[config.mk]
export PLATFORM = sky130hd
export DESIGN_NAME = rns_to_bin_seq_flat
export DESIGN_NICKNAME = d
export VERILOG_FILES = /design/src/rtl/rns_pkg.sv /design/src/rtl/rns_to_bin_seq_if.sv /design/src/rtl/modmul_shift_add.sv /design/src/rtl/rns_to_bin_seq.sv /design/src/flat_wrapper.sv
export SDC_FILE = /design/constraint.sdc
export NUM_CORES = 2
export LEC_CHECK = 0
export ABC_AREA = 1
export CAP_MARGIN = 30
export CORE_MARGIN = 1.5
export CORE_UTILIZATION = 40
export CTS_BUF_LIST = sky130_fd_sc_hd__clkbuf_2
export DETAILED_ROUTE_END_ITERATION = 16
export MAX_ROUTING_LAYER = met4
export PLACE_DENSITY = 0.59
export SLEW_MARGIN = 40
export SYNTH_ARGS = -nofsm -noshare
export SYNTH_HDL_FRONTEND = slang
export SYNTH_SLANG_ARGS = --single-unit
[constraint.sdc]
create_clock -name clk -period 9.2 [get_ports clk]
set_clock_uncertainty 0.1 [all_clocks]
set_input_delay 0.92 -clock clk [delete_from_list [all_inputs] [get_ports clk]]
set_output_delay 0.92 -clock clk [all_outputs]
set_load 0.02 [all_outputs]
[src/rtl/rns_pkg.sv]
// Shared RNS constants for the residue-to-binary converter: default moduli,
// precomputed pairwise inverses and the converter state encoding.
package rns_pkg;

    localparam int RNS_N  = 3;
    localparam int RNS_DW = 18;

    // Ascending moduli, so every earlier mixed-radix digit is below every later modulus.
    localparam logic [RNS_N*RNS_DW-1:0] RNS_MODULI = {18'd262143, 18'd262141, 18'd262139};

    // Field (j*N+i) holds inv(m_j mod m_i) mod m_i; only i>j entries are meaningful.
    localparam logic [RNS_N*RNS_N*RNS_DW-1:0] RNS_MINV = {
        18'd0, 18'd0, 18'd0,
        18'd131071, 18'd0, 18'd0,
        18'd196607, 18'd131070, 18'd0
    };

    typedef enum logic [2:0] {
        ST_IDLE,
        ST_SUB,
        ST_MUL,
        ST_RECON,
        ST_DONE
    } state_e;

endpackage

[src/rtl/rns_to_bin_seq_if.sv]
// Valid/ready bus carrying residue words in and binary results out.
interface rns_to_bin_seq_if
    import rns_pkg::*;
#(
    parameter int N         = RNS_N,
    parameter int DW        = RNS_DW,
    parameter int OUT_WIDTH = N * DW
) ();

    logic                 in_valid;
    logic                 in_ready;
    logic [N*DW-1:0]      res_in;
    logic                 out_valid;
    logic                 out_ready;
    logic [OUT_WIDTH-1:0] bin_out;

    modport master (
        output in_valid, res_in, out_ready,
        input  in_ready, out_valid, bin_out
    );

    modport slave (
        input  in_valid, res_in, out_ready,
        output in_ready, out_valid, bin_out
    );

endinterface

[src/rtl/modmul_shift_add.sv]
// Sequential (a*b) mod m, one bit of b per cycle MSB-first; the first step
// happens on the start edge so the result is ready exactly DW cycles later.
module modmul_shift_add #(
    parameter int DW = 18
) (
    input  logic          clk,
    input  logic          reset,
    input  logic          start,
    input  logic [DW-1:0] a,
    input  logic [DW-1:0] b,
    input  logic [DW-1:0] m,
    output logic [DW-1:0] res,
    output logic          done
);

    localparam int CW = (DW > 1) ? $clog2(DW) : 1;

    logic [DW:0]   acc, acc_in, dbl, dbl_r, add, add_r, nxt;
    logic [DW-1:0] a_reg, m_reg, b_sh, a_use, m_use;
    logic          bit_use, busy;
    logic [CW-1:0] cnt;

    always_comb begin
        acc_in  = start ? '0 : acc;
        a_use   = start ? a : a_reg;
        m_use   = start ? m : m_reg;
        bit_use = start ? b[DW-1] : b_sh[DW-1];
        // Both partial results stay below 2m, so one conditional subtract suffices.
        dbl     = acc_in + acc_in;
        dbl_r   = (dbl >= {1'b0, m_use}) ? dbl - {1'b0, m_use} : dbl;
        add     = dbl_r + {1'b0, a_use};
        add_r   = (add >= {1'b0, m_use}) ? add - {1'b0, m_use} : add;
        nxt     = bit_use ? add_r : dbl_r;
    end

    always_ff @(posedge clk) begin
        if (reset) begin
            acc   <= '0;
            a_reg <= '0;
            m_reg <= '0;
            b_sh  <= '0;
            busy  <= 1'b0;
            cnt   <= '0;
        end else if (start) begin
            acc   <= nxt;
            a_reg <= a;
            m_reg <= m;
            b_sh  <= b << 1;
            busy  <= 1'b1;
            cnt   <= CW'(DW - 1);
        end else if (busy) begin
            if (cnt == '0) begin
                busy <= 1'b0;
            end else begin
                acc  <= nxt;
                b_sh <= b_sh << 1;
                cnt  <= cnt - 1'b1;
            end
        end
    end

    assign res  = acc[DW-1:0];
    assign done = busy && (cnt == '0);

endmodule

[src/rtl/rns_to_bin_seq.sv]
// RNS to binary converter: mixed-radix digits by iterative subtract/multiply,
// then Horner reconstruction. One word in flight, valid/ready both sides.
module rns_to_bin_seq
    import rns_pkg::*;
#(
    parameter int                   N         = RNS_N,
    parameter int                   DW        = RNS_DW,
    parameter int                   OUT_WIDTH = N * DW,
    parameter logic [N*DW-1:0]      MODULI    = RNS_MODULI,
    parameter logic [N*N*DW-1:0]    MINV      = RNS_MINV
) (
    input logic             clk,
    input logic             reset,
    rns_to_bin_seq_if.slave bus
);

    localparam int IW = (N > 1) ? $clog2(N) : 1;

    state_e               state, state_nxt;
    logic [DW-1:0]        r [N];
    logic [IW-1:0]        i, j, k;
    logic [OUT_WIDTH-1:0] x;
    logic [DW-1:0]        m_i, m_k, minv_ji, d, mm_res;
    logic [DW:0]          diff;
    logic                 mm_start, mm_done, accept, last_pair;

    assign m_i     = MODULI[int'(i)*DW +: DW];
    assign m_k     = MODULI[int'(k)*DW +: DW];
    assign minv_ji = MINV[(int'(j)*N + int'(i))*DW +: DW];

    // r[j] < m_j < m_i, so a single add of m_i brings a negative difference into range.
    assign diff = {1'b0, r[i]} - {1'b0, r[j]};
    assign d    = diff[DW] ? DW'(diff + {1'b0, m_i}) : diff[DW-1:0];

    assign accept    = bus.in_valid && (state == ST_IDLE);
    assign last_pair = (i == IW'(N - 1)) && (j == IW'(N - 2));
    assign mm_start  = (state == ST_SUB);

    assign bus.in_ready  = (state == ST_IDLE);
    assign bus.out_valid = (state == ST_DONE);
    assign bus.bin_out   = x;

    modmul_shift_add #(.DW(DW)) u_mm (
        .clk   (clk),
        .reset (reset),
        .start (mm_start),
        .a     (d),
        .b     (minv_ji),
        .m     (m_i),
        .res   (mm_res),
        .done  (mm_done)
    );

    always_ff @(posedge clk) begin
        if (reset) state <= ST_IDLE;
        else       state <= state_nxt;
    end

    always_comb begin
        state_nxt = state;
        case (state)
            ST_IDLE:  if (accept) state_nxt = ST_SUB;
            ST_SUB:   state_nxt = ST_MUL;
            ST_MUL:   if (mm_done) state_nxt = last_pair ? ST_RECON : ST_SUB;
            ST_RECON: if (k == '0) state_nxt = ST_DONE;
            ST_DONE:  if (bus.out_ready) state_nxt = ST_IDLE;
            default:  state_nxt = ST_IDLE;
        endcase
    end

    always_ff @(posedge clk) begin
        if (reset) begin
            for (int n = 0; n < N; n++) r[n] <= '0;
            i <= '0;
            j <= '0;
            k <= '0;
            x <= '0;
        end else begin
            case (state)
                ST_IDLE: if (accept) begin
                    for (int n = 0; n < N; n++) r[n] <= bus.res_in[n*DW +: DW];
                    j <= '0;
                    i <= IW'(1);
                end
                ST_MUL: if (mm_done) begin
                    r[i] <= mm_res;
                    if (last_pair) begin
                        k <= IW'(N - 1);
                    end else if (i == IW'(N - 1)) begin
                        j <= j + 1'b1;
                        i <= j + IW'(2);
                    end else begin
                        i <= i + 1'b1;
                    end
                end
                // First RECON cycle loads the top digit, then one MAC per lower digit.
                ST_RECON: begin
                    if (k == IW'(N - 1)) x <= OUT_WIDTH'(r[N-1]);
                    else                 x <= x * OUT_WIDTH'(m_k) + OUT_WIDTH'(r[k]);
                    if (k != '0) k <= k - 1'b1;
                end
                default: ;
            endcase
        end
    end

endmodule

[src/flat_wrapper.sv]
// flat-port wrapper written by rule: the top's interface ports become plain ports
module rns_to_bin_seq_flat import rns_pkg::*;
#(
    parameter int                   N         = RNS_N,
    parameter int                   DW        = RNS_DW,
    parameter int                   OUT_WIDTH = N * DW,
    parameter logic [N*DW-1:0]      MODULI    = RNS_MODULI,
    parameter logic [N*N*DW-1:0]    MINV      = RNS_MINV
)
  (clk, reset, bus_in_valid, bus_res_in, bus_out_ready, bus_in_ready, bus_out_valid, bus_bin_out);
  rns_to_bin_seq_if #(.N(N), .DW(DW), .OUT_WIDTH(OUT_WIDTH)) bus_i ();
  input logic clk;
  input logic reset;
  input wire logic [$bits(bus_i.in_valid)-1:0] bus_in_valid;
  input wire logic [$bits(bus_i.res_in)-1:0] bus_res_in;
  input wire logic [$bits(bus_i.out_ready)-1:0] bus_out_ready;
  output wire logic [$bits(bus_i.in_ready)-1:0] bus_in_ready;
  output wire logic [$bits(bus_i.out_valid)-1:0] bus_out_valid;
  output wire logic [$bits(bus_i.bin_out)-1:0] bus_bin_out;
  assign bus_i.in_valid = bus_in_valid;
  assign bus_i.res_in = bus_res_in;
  assign bus_i.out_ready = bus_out_ready;
  assign bus_in_ready = bus_i.in_ready;
  assign bus_out_valid = bus_i.out_valid;
  assign bus_bin_out = bus_i.bin_out;
  rns_to_bin_seq #(.N(N), .DW(DW), .OUT_WIDTH(OUT_WIDTH), .MODULI(MODULI), .MINV(MINV)) u_core (.clk(clk), .reset(reset), .bus(bus_i));
endmodule
==> impl_results.md <==
- GRT Total Usage: 26.4%
- Finished Cell Area: 0.0377 mm²
- CTS H-tree lvls: 2
- Final Hold Viols: 0
- EDFF count, synth: 72
- Crit Path Class: flop to flop
- GP Congestion: 0.966
- Yosys warns: 0
- Final Max Tran Viols: 0
- Critical-path top delay cell: o21ai_0
- Final WL: 112 mm
- Vias: 30433
- Largest net degree at the start of global routing: 65
- Max Freq: 0.124 GHz
- Clk root buf: clkbuf_2
- Mean Syn Cell Area: 7.44 µm²
- Sequential share of the synthesized area: 14.6%
- Count of cell types in the netlist: 58
- Cell Chain, Critical Path: buf_4, ha_2, nor2_1, fa_1, inv_1, fa_1, inv_1, fa_1, inv_1, fa_1, fa_1, inv_1, fa_1, ha_1, nand2_1, nor2_1, nand4_1, o21ai_0, nand2_1, nand2_1, a21boi_0, or2_2, nand3_1, a21oi_1
- Cts hold-fix bufs: 0
- Unrepaired setup endpoints after global routing: no
- DRT antenna net count: 0
- Reg area: 0.00509 mm²
- Biggest register: u_core.r
- CP delay by family, top: adder cells
- Initial core utilization: 40.6%
- Largest register FFs: 72
- Crit Path Max Fanout: 21
- Chip Width: 298 µm
- CP required: 9980 ps
- Seq cells post-synth: 218
- CTS buffer count: 60
- Post-DP Area: 0.0371 mm²
- Syn Inst Count: 4675
- Drt via density: 5.11
- Multi-input gate area: 0.0247 mm²
- Synth Cell Area: 0.0348 mm²
- Yosys top cell area share: 29.3%
- CP Launch Type: flop
- CTS tree: done
- Syn Nets: 5477
- Slowest stage delay, CP: 770 ps
- Post-CTS resize count: 0
- Slew at the pin closest to its max-slew limit: 940 ps
- Post-synth top cells: inv_1, nand2_1, fa_1, nor2_1, a21oi_1
- Critical Path End Type: flop
- Worst path bufs/invs: 5
- Core Footprint: 0.0857 mm²
- Critical Path AT: 8850 ps
- Worst-path clk slew: 130 ps
- Final setup TNS: 0 ps
- GRT Residual Overflow: 0
- WL per Instance: 18.9 µm
- Layout cells sized above 1: 3.95%
- Fin crit share: 87.7%
- Post-layout nets: 5557
- Status: completed
- Number of global-route vias before repair: 30152
- Crit-path most repeated cell: fa_1
- Hold Crit Class: input port to flop
- Ys async rst share: 0%
- Port bufs: 113
- Final min period: 8070 ps
- Yosys top cell by area: fa_1
- Setup-failing EPs final: 0
- Top-count cell post-synth: inv_1
- Clock buffer depth: 3
- Cell Rows: 107
- Drt pass-1 iters: 6
- Chip height: 298 µm
- Main synth FF type: dfxtp_1
- Die footprint: 0.0888 mm²
- Postcts setup bufs: 0
- Drt drc: 0
- Max-Cap Viols: 0
- Clock Sinks: 218
- Max_slew headroom: 36.7%
- HPWL after DPL: 94.2 mm
- Fillers: 8919
- DRT iter0 DRCs: 2675
- Worst-Skew Late Latency: 1110 ps
- Synth top area cells: fa_1, inv_1, ha_1
- Boundary pin count: 114
- First-pass GRT wire length: 177 mm
- Initial antenna violation count: 5
- Syn-to-layout area delta: 8.37%
==> layer usage <==
layer	track usage (%)	vias up	wire (µm)
met3	2.76	141	6460
met5	-	-	0
met1	36.2	14720	50800
met2	42.1	920	52700
li1	-	14652	-
met4	5.74	0	2410
==> cell type report <==
type / instances / area share [%]
repair buffers: 144 / 3.64
clock inverters: 23 / 0.332
inverters: 1205 / 12.0
well taps: 1144 / 3.80
diodes: 6 / 0.0398
flip-flops and latches: 218 / 13.5
clock buffers: 89 / 1.18
multi-input cells: 3126 / 65.5
==> metrics by stage <==
| stage | setup slack (ps) | util, % | hold WS (ps) | cells |
|---|---|---|---|---|
| 3_3_place_gp | 1370 | 43.3 | 351 | 5837 |
| 3_5_place_dp | 1370 | 43.3 | 354 | 5837 |
| 4_1_cts | 1300 | 44.0 | 68.1 | 5949 |
| 6_report | 1130 | 44.0 | 177 | 5955 |
| 5_1_grt | 501 | 44.0 | 129 | 5950 |
| 2_1_floorplan | 2750 | - | 342 | 4675 |
==> path summary, 6_finish.rpt <==
kind	from	to	slack [ps]	depth (start not counted)
max	u_core.k[0]	u_core.bus.bin_out[26]	1130	24
min	reset	u_core.u_mm.m_reg[1]	180	2
max reg2reg	u_core.k[0]	u_core.bus.bin_out[26]	1130	24
min reg2reg	u_core.u_mm.b_sh[1]	u_core.u_mm.b_sh[1]	370	2
==> worst reg2reg max path, cell delays in order, from the launching register on <==
cell      delay [ps]
dfxtp_2          340
buf_4            340
ha_2             750
nor2_1           410
fa_1             750
inv_1            110
fa_1             540
inv_1             60
fa_1             480
inv_1             80
fa_1             470
fa_1             500
inv_1             50
fa_1             460
ha_1             420
nand2_1          130
nor2_1           260
nand4_1          120
o21ai_0          770
nand2_1          100
nand2_1          140
a21boi_0         110
or2_2            290
nand3_1           70
a21oi_1           60
==> placed cells by master, fill, tap and decap left out, drive strengths merged, types with 5 or more instances in the layout <==
cell type / count
inv: 1201
edfxtp: 72
or2: 25
o21bai: 16
o21ai: 300
nor2: 400
a32o: 15
nand2: 755
clkbuf: 89
o211ai: 6
fa: 509
nor3: 36
a31oi: 33
a221oi: 8
nor4: 6
nand3b: 12
buf: 32
xor2: 62
dfxtp: 146
clkinv: 26
nand4: 20
nand3: 166
a21oi: 321
ha: 235
a21boi: 26
o22ai: 75
xnor2: 36
a21o: 27
diode: 6
and2: 5
clkdlybuf4s50: 112
==> cells by family (layout without fill, tap and decap cells) <==
group / count (synthesis) / after routing / synth area share [%]
adders and majority gates: 744 / 744 / 37.7
xor gates and xnor gates: 98 / 98 / 2.47
other: 0 / 6 / 0
buffers and inverters: 1331 / 1461 / 14.5
muxes: 1 / 1 / 0.0288
DFF: 218 / 218 / 14.6
AOI/OAI and AO/OA: 854 / 854 / 13.8
and+or+nand+nor: 1429 / 1429 / 16.9
Power is not shown: default switching activity piles up to over one toggle a cycle in this logic, so the estimate is an artifact.
